## src/rtl/conv_pkg.sv

```systemverilog
// conv_pkg: shared widths, FP zero mask, feeder state enum and default sizing for the conv datapath
package conv_pkg;
  localparam int FP_W = 32;
  localparam logic [FP_W-1:0] FP_ZERO_MASK = 32'h7fff_ffff;
  localparam int DEF_K = 3;
  localparam int DEF_LAT = 5;
  typedef enum logic [1:0] {IDLE, ISSUE, DRAIN, DONE} feeder_state_t;
endpackage

```

## src/rtl/conv_tag_pipe.sv

```systemverilog
// conv_tag_pipe: LAT-deep shift register of {valid, idx, last} tags with an any_valid flag
module conv_tag_pipe
  import conv_pkg::*;
#(
  parameter int LAT = DEF_LAT,
  parameter int IW = 4
) (
  input  logic          clock,
  input  logic          aclr,
  input  logic          in_valid,
  input  logic [IW-1:0] in_idx,
  input  logic          in_last,
  output logic          out_valid,
  output logic [IW-1:0] out_idx,
  output logic          out_last,
  output logic          any_valid
);
  localparam int XW = LAT * IW;
  logic [LAT-1:0] v, l;
  logic [XW-1:0] ix;
  // shift one stage per cycle; the oldest tag falls off the top
  always_ff @(posedge clock or posedge aclr) begin
    if (aclr) begin
      v <= '0;
      l <= '0;
      ix <= '0;
    end else begin
      v <= LAT'({v, in_valid});
      l <= LAT'({l, in_last});
      ix <= XW'({ix, in_idx});
    end
  end
  assign out_valid = v[LAT-1];
  assign out_last = l[LAT-1];
  assign out_idx = ix[XW-1 -: IW];
  assign any_valid = |v;
endmodule

```

## src/rtl/conv_mul_feeder.sv

```systemverilog
// conv_mul_feeder: issues KxK pixel/weight pairs to FP_MUL and re-emits tagged products; CONV_FEEDER_ZERO_SKIP_EN skips zero-weight pairs
module conv_mul_feeder
  import conv_pkg::*;
#(
  parameter int K = DEF_K,
  parameter int LAT = DEF_LAT,
  parameter int DW = FP_W,
  localparam int N = K * K,
  localparam int AW = (N > 1) ? $clog2(N) : 1
) (
  input  logic          clock,
  input  logic          aclr,
  input  logic          wr_en,
  input  logic          wr_sel,
  input  logic [AW-1:0] wr_addr,
  input  logic [DW-1:0] wr_data,
  input  logic          start,
  output logic          busy,
  output logic          done,
  output logic          wr_err,
  output logic [DW-1:0] mul_a,
  output logic [DW-1:0] mul_b,
  input  logic [DW-1:0] mul_result,
  output logic          prod_valid,
  output logic [DW-1:0] prod_data,
  output logic [AW-1:0] prod_idx,
  output logic          prod_last
);
  feeder_state_t state, nxt;
  logic [DW-1:0] pix [N];
  logic [DW-1:0] wgt [N];
  logic [AW-1:0] cnt, cnt_nxt, sel, t_idx, p_idx;
  logic [N-1:0] live;
  logic found, more, t_valid, t_last, p_valid, p_last, any_valid, wr_ok;
  assign wr_ok = wr_en && state == IDLE && int'(wr_addr) < N;
  assign busy = state == ISSUE || state == DRAIN;
  assign done = state == DONE;
  // pairs eligible for issue
  always_comb begin
    for (int i = 0; i < N; i++)
`ifdef CONV_FEEDER_ZERO_SKIP_EN
      live[i] = |(wgt[i] & FP_ZERO_MASK);
`else
      live[i] = 1'b1;
`endif
  end
  // lowest eligible index at or after cnt, and whether another one follows it
  always_comb begin
    sel = '0;
    found = 1'b0;
    more = 1'b0;
    for (int i = N - 1; i >= 0; i--)
      if (live[i] && i >= int'(cnt)) begin
        more = found;
        found = 1'b1;
        sel = AW'(i);
      end
  end
  // next state, operand drive and tag push
  always_comb begin
    nxt = state;
    cnt_nxt = cnt;
    t_valid = 1'b0;
    t_idx = sel;
    t_last = 1'b0;
    mul_a = '0;
    mul_b = '0;
    case (state)
      IDLE: begin
        cnt_nxt = '0;
        nxt = start ? ISSUE : IDLE;
      end
      ISSUE: begin
        t_valid = found;
        t_last = found && !more;
        mul_a = found ? pix[sel] : '0;
        mul_b = found ? wgt[sel] : '0;
        cnt_nxt = sel + AW'(1);
        nxt = !found ? DONE : more ? ISSUE : DRAIN;
      end
      DRAIN: nxt = (!any_valid && prod_last) ? DONE : DRAIN;
      default: nxt = IDLE;
    endcase
  end
  // state, issue counter and sticky write error
  always_ff @(posedge clock or posedge aclr) begin
    if (aclr) begin
      state <= IDLE;
      cnt <= '0;
      wr_err <= 1'b0;
    end else begin
      state <= nxt;
      cnt <= cnt_nxt;
      if (state == IDLE && start) wr_err <= 1'b0;
      if (wr_en && !wr_ok) wr_err <= 1'b1;
    end
  end
  // operand storage, deliberately not reset
  always_ff @(posedge clock) begin
    if (wr_ok && wr_sel) wgt[wr_addr] <= wr_data;
    if (wr_ok && !wr_sel) pix[wr_addr] <= wr_data;
  end
  conv_tag_pipe #(.LAT(LAT), .IW(AW)) u_pipe (
    .clock(clock),
    .aclr(aclr),
    .in_valid(t_valid),
    .in_idx(t_idx),
    .in_last(t_last),
    .out_valid(p_valid),
    .out_idx(p_idx),
    .out_last(p_last),
    .any_valid(any_valid)
  );
  // register the product alongside its tag
  always_ff @(posedge clock or posedge aclr) begin
    if (aclr) begin
      prod_valid <= 1'b0;
      prod_data <= '0;
      prod_idx <= '0;
      prod_last <= 1'b0;
    end else begin
      prod_valid <= p_valid;
      prod_data <= mul_result;
      prod_idx <= p_idx;
      prod_last <= p_valid && p_last;
    end
  end
endmodule

```

## config.mk

```make
export PLATFORM = sky130hd
export DESIGN_NAME = conv_mul_feeder
export DESIGN_NICKNAME = d
export VERILOG_FILES = /design/src/rtl/conv_pkg.sv /design/src/rtl/conv_tag_pipe.sv /design/src/rtl/conv_mul_feeder.sv
export SDC_FILE = /design/constraint.sdc
export NUM_CORES = 1
export LEC_CHECK = 0
export CAP_MARGIN = 20
export CORE_UTILIZATION = 50
export CTS_CLUSTER_DIAMETER = 60
export DETAILED_ROUTE_END_ITERATION = 10
export GPL_ROUTABILITY_DRIVEN = 1
export PLACE_DENSITY_LB_ADDON = 0.1
export REMOVE_ABC_BUFFERS = 1
export SYNTH_ARGS = -nofsm -noshare
export SYNTH_HDL_FRONTEND = slang
export SYNTH_HIERARCHICAL = 1
export SYNTH_SLANG_ARGS = --single-unit
```

## constraint.sdc

```tcl
create_clock -name clock -period 5.1 [get_ports clock]
set_input_delay 1.53 -clock clock [delete_from_list [all_inputs] [get_ports clock]]
set_output_delay 1.53 -clock clock [all_outputs]
set_load 0.02 [all_outputs]
```

# Word-level counts from Yosys, hierarchy flattened
# Memory sizes are Yosys's and may differ from the RTL's.
# Index checks and enable logic that the tools add are counted.
# classes
addsub	1
order_cmp	10
n_eq_ne	3
n_mux	44
reduce_logical	18
# op_table
cell	n
$mux 32	4
$mux 4	9
$mux 1	27
$ge 3x4->1 const A	4
$logic_and 1x1->1	9
$ge 1x4->1 const A	2
$ge 2x4->1 const A	2
$pmux 4 s2	1
$pmux 2 s3	1
$reduce_or 5->1	1
$add 4x1->4 const B	1
$eq 2x2->1 const B	2
$ge 4x4->1 const A	1
$logic_not 1->1	4
$lt 4x4->1 const B	1
$mux 2	2
$reduce_bool 2->1	2
$eq 2x1->1 const B	1
$logic_not 2->1	1
$logic_or 1x1->1	1
# totals
regBits	75
ramBits	576
in_bits	73
out_inout_bits	105
word_cells	88
mem_count	2
# mem_list
name	depth	word_bits	rd	rd_clocked_by_memory_dff	wr	line_no	source
pix	9	32	1	0	1	conv_mul_feeder.sv:30	logic [DW-1:0] pix [N];
wgt	9	32	1	0	1	conv_mul_feeder.sv:31	logic [DW-1:0] wgt [N];

# Logic depth before layout (Yosys ltp)
# depth
ltp_word	13
depth_mapped	8
mapped_depth_nobuf	6

# Modules after synthesis
# The synthesis kept the hierarchy.
# by_module_without_submodules
mod	n_inst	cells_each	area_each_um2
conv_mul_feeder	1	1449	24165.7
conv_tag_pipe	1	38	797.0

# Worst setup path after synthesis
# OpenSTA, ideal clock, no wires.
# synth_path
path_type	input port to flip-flop
from	input port wr_addr[1]
to	memory pix[8][0] (netlist bit), enable pin
arrival_ns	4.229
setup_slack_ns	0.409
path_stages	3
n_path_buf	1
path_cell_list	or2_2 -> clkbuf_1 -> nor3_1
# synth_via
elab_chain_len	5
# synth_rtl
element	line_no	source
from (decl)	conv_mul_feeder.sv:15	input logic [AW-1:0] wr_addr,
$lt 4x4->1	conv_mul_feeder.sv:35	assign wr_ok = wr_en && state == IDLE && int'(wr_addr) < N;
$logic_and 1x1->1	conv_mul_feeder.sv:35	
$logic_and 1x1->1	conv_mul_feeder.sv:101	if (wr_ok && !wr_sel) pix[wr_addr] <= wr_data;
$mux 1	conv_mul_feeder.sv:101	
$mux 1 (implied by the code)	conv_mul_feeder.sv:101	
to (decl)	conv_mul_feeder.sv:30	
# Parallel ways exist; a longest one is shown, timed or not.

# Final worst setup path
# layout_path
from	register cnt[0]
to	output port mul_b[22]
# layout_via
elab_chain_len	13
elab_cells_between_ends	30
classes_between	order compare: 9; mux: 20; memory: 1
# layout_rtl
element	line_no	source
from (decl)	conv_mul_feeder.sv:32	logic [AW-1:0] cnt, cnt_nxt, sel, t_idx, p_idx;
from (signal assigned)	conv_mul_feeder.sv:93	cnt <= cnt_nxt;
$ge 4x4->1	conv_mul_feeder.sv:53	if (live[i] && i >= int'(cnt)) begin
$mux 4 (9 in a row)	conv_mul_feeder.sv:53	
$mem_v2 9x32	n/a	
$mux 32 *	conv_mul_feeder.sv:77	mul_b = found ? wgt[sel] : '0;
$mux 32 *	conv_mul_feeder.sv:68	case (state)
to (decl)	conv_mul_feeder.sv:22	output logic [DW-1:0] mul_b,
# Mark *: on every way between the ends. The rest lies on a longest branch, timed or not.

==> results.md <==
* Ys flop type: edfxtp_1
* Net count, final at 1760
* Crit path max fanout at 74
* Required @ worst endpoint at 3.57 ns
* Ports at 178
* VDD IR-drop max at 0.0003962 V
* Final Wtd Congestion at 0.7411
* First-pass GRT wire length at 91160 um
* Synthesized area per cell at 16.79 um^2
* FP Rows at 81
* Total Wirelength at 61530 um
* First-pass DRT Iterations at 5
* Post-Synth Adder-Cell Area at 0.003007
* Grt ovf at 0
* Cell Area, Synth at 24960 um^2
* Power Density at 557.3 nW/um^2
* Period minus WS final at 4.904 ns
* Post-synthesis xor/xnor area fraction at 0
* Multiplexer share of the synthesized area at 0.07709
* Final critical-path share of the clock period at 0.9615
* Hold WC Path Type: flop to flop
* Average wire per standard cell at 25.65 um
* CTS H-tree lvls at 3
* Register area share after synthesis at 0.7681
* CTS tree: yes
* Drt drc at 0
* Initial antenna violation count at 0
* Post-synth top area share at 0.6929
* Largest family of logic cells by synthesized area: compound AO/OA/AOI/OAI gates
* Final setup violation count at 0
* Area leader, netlist: edfxtp_1
* Worst setup EP type: output port
* Startpoint types: flop
* Post-Synthesis Cells at 1487
* Number of synthesized register bits at 651
* Clk buf depth at 3
* Clock latency on the worst-skew pair at 0.61 ns
* Worst slew pin tran at 0.9083 ns
* Reg2Reg Depth at 6
* Max Slew Vio Count at 0
* DP Worst Slack at 0.7566 ns
* Static Leak at 10.04 nW
* Post-synthesis compound-gate area fraction at 0.09894
* Post-Synth Simple-Gate Area at 0.03012
* Final Hold Fails at 0
* Max-cap violations at 0
* Die Ht at 225.4 um
* Die area at 50820 um^2
* Proportion of layout cells with a drive suffix above 1 at 0.1078
* Ranking of synthesized cells by area: edfxtp_1 (69%), mux2i_1 (7.6%), dfrtp_1 (7.5%), a221oi_1 (2.2%), nor2_1 (2.2%)
* RSZ-0062 raised after global routing: false
* Antenna Cells at 0
* Largest net degree at the start of global routing at 75
* Vias in the first global route at 14250
* F_max at 0.2039 GHz
* Cts bufs inserted at 71
* Initial Util at 0.5089
* Setup CP Type: flop to output port
* Core Region at 49050 um^2
* Yosys Warn Count at 6
* Crit path DAT at 3.37 ns
* I/O Buffers at 177
* Ys async rst share at 0.1152
* Post-synth EDFFs at 576
* Worst Hold Margin at 0.3464 ns
* Total clock sinks at 651
* Area delta synth->final at 20.85%
* Synth cell types at 34
* Most instantiated library cell after synthesis: edfxtp_1
* Post-DP HPWL at 32240 um
* Top post-synthesis cells by count: edfxtp_1 (576), mux2i_1 (190), nor2_1 (148)
* DR iter-0 viols at 1318
* Die Wd at 225.4 um
* Final setup margin at 0.1963 ns
* Clk_skew at 0.02045 ns
* GRT Overall Usage at 0.2469
* Clk slew on worst S/H paths at 0.06 ns
* Hold Path Depth at 0
* Status: finished, final reports clean
* Via count at 14170
* CTS Root Cell: clkbuf_16
* Tot Pwr at 16.81 mW
* Slew HR at 0.3936
* Vias per cell at 5.907
* Antenna-violating nets left at 0
* Finished Core Util at 0.6150
[layout make-up]
cell class | instances | area (um^2)
clock buffers | 92 | 2013
clock inverters | 35 | 251.5
fillers | 3665 | 18890
inverters | 9 | 36.28
multi-input cells | 714 | 5369
flip-flops and latches | 651 | 19180
well taps | 664 | 830.8
repair buffers | 234 | 2482
[metrics by stage]
| step | instance area (um^2) | instances | setup TNS (ns) |
|---|---|---|---|
| after floorplan | 24430 | 1374 | -578.29 |
| after global placement | 27850 | 2270 | 0 |
| after detailed placement | 27850 | 2270 | 0 |
| after CTS | 30120 | 2397 | 0 |
| after global routing | 30170 | 2399 | 0 |
| final | 30170 | 2399 | 0 |
[layer usage]
metal  track usage  routed length, um
met5             0                  0
met2        0.3935              29090
met1        0.3472              26640
met3       0.05046               4610
met4       0.06583               1182
[cell families (layout without fill, tap and decap cells)]
group,count (synthesis),after routing
flops,651,651
compound gates,331,331
mux,191,191
simple gates,186,186
buf+inv,122,370
fa+ha+maj,6,6
[sequential cells by signal (all words and copies together) (netlist names)]
signal and cells:
pix 288, cnt 4, state 2, wgt 288, prod_data 32, u_pipe/l 5, prod_last 1, prod_idx 4
prod_valid 1, u_pipe/v 5, u_pipe/ix 20, wr_err 1
[where the power goes]
| group | internal, mW | switching [mW] |
|---|---|---|
| sequential | 5.97 | 0.149 |
| combinational | 2.46 | 3.29 |
| clock | 2.93 | 2.01 |
[cell usage in the layout (no fill, tap or decap), types with 4 or more instances in the layout]
master           Yosys  layout
nor2b_1              4       4
o21ai_0              7       7
o22a_1              63      63
o22ai_1             65      65
clkdlybuf4s50_1      0     177
inv_1                8       6
dfrtp_1             75      71
edfxtp_1           576     576
buf_4               10      35
nand2_1             15      14
buf_12               0      21
nor2_4               0      17
a221oi_1            64      64
clkbuf_16            0      77
o31a_1              63      63
a21oi_1             65      65
clkinv_1             0      19
ha_1                 6       6
nor2_1             148     132
clkbuf_1            47      12
nand3_1              4       4
clkinv_2             0       8
mux2i_1            190     190
[timing repair]
| item | 4_1_cts | 5_1_grt |
|---|---|---|
| hold buffers | 0 | 0 |
| resized for setup | 0 | 1 |
| setup endpoints to repair | 0 | 5 |
| buffers inserted | 0 | 1 |
[worst max-delay path: stages (launching register included)]
cell and delay (ns):
dfrtp_4 0.69, buf_12 0.36, nand2b_2 0.23, buf_4 0.36
o22ai_1 0.15, o31a_1 0.35, clkdlybuf4s50_1 0.58
[worst paths after layout]
path	from	slack, ns	end
max in group asynchronous	aclr	2.94	cnt[0]
min in group asynchronous	aclr	1.26	u_pipe/ix[11]
worst max register to register	state[1]	2.22	wgt[7][28]
worst min register to register	u_pipe/l[3]	0.35	u_pipe/l[4]
worst min-delay path	u_pipe/l[3]	0.35	u_pipe/l[4]
worst max-delay path	cnt[0]	0.20	mul_b[22]
(Power assumes the default switching activity.)
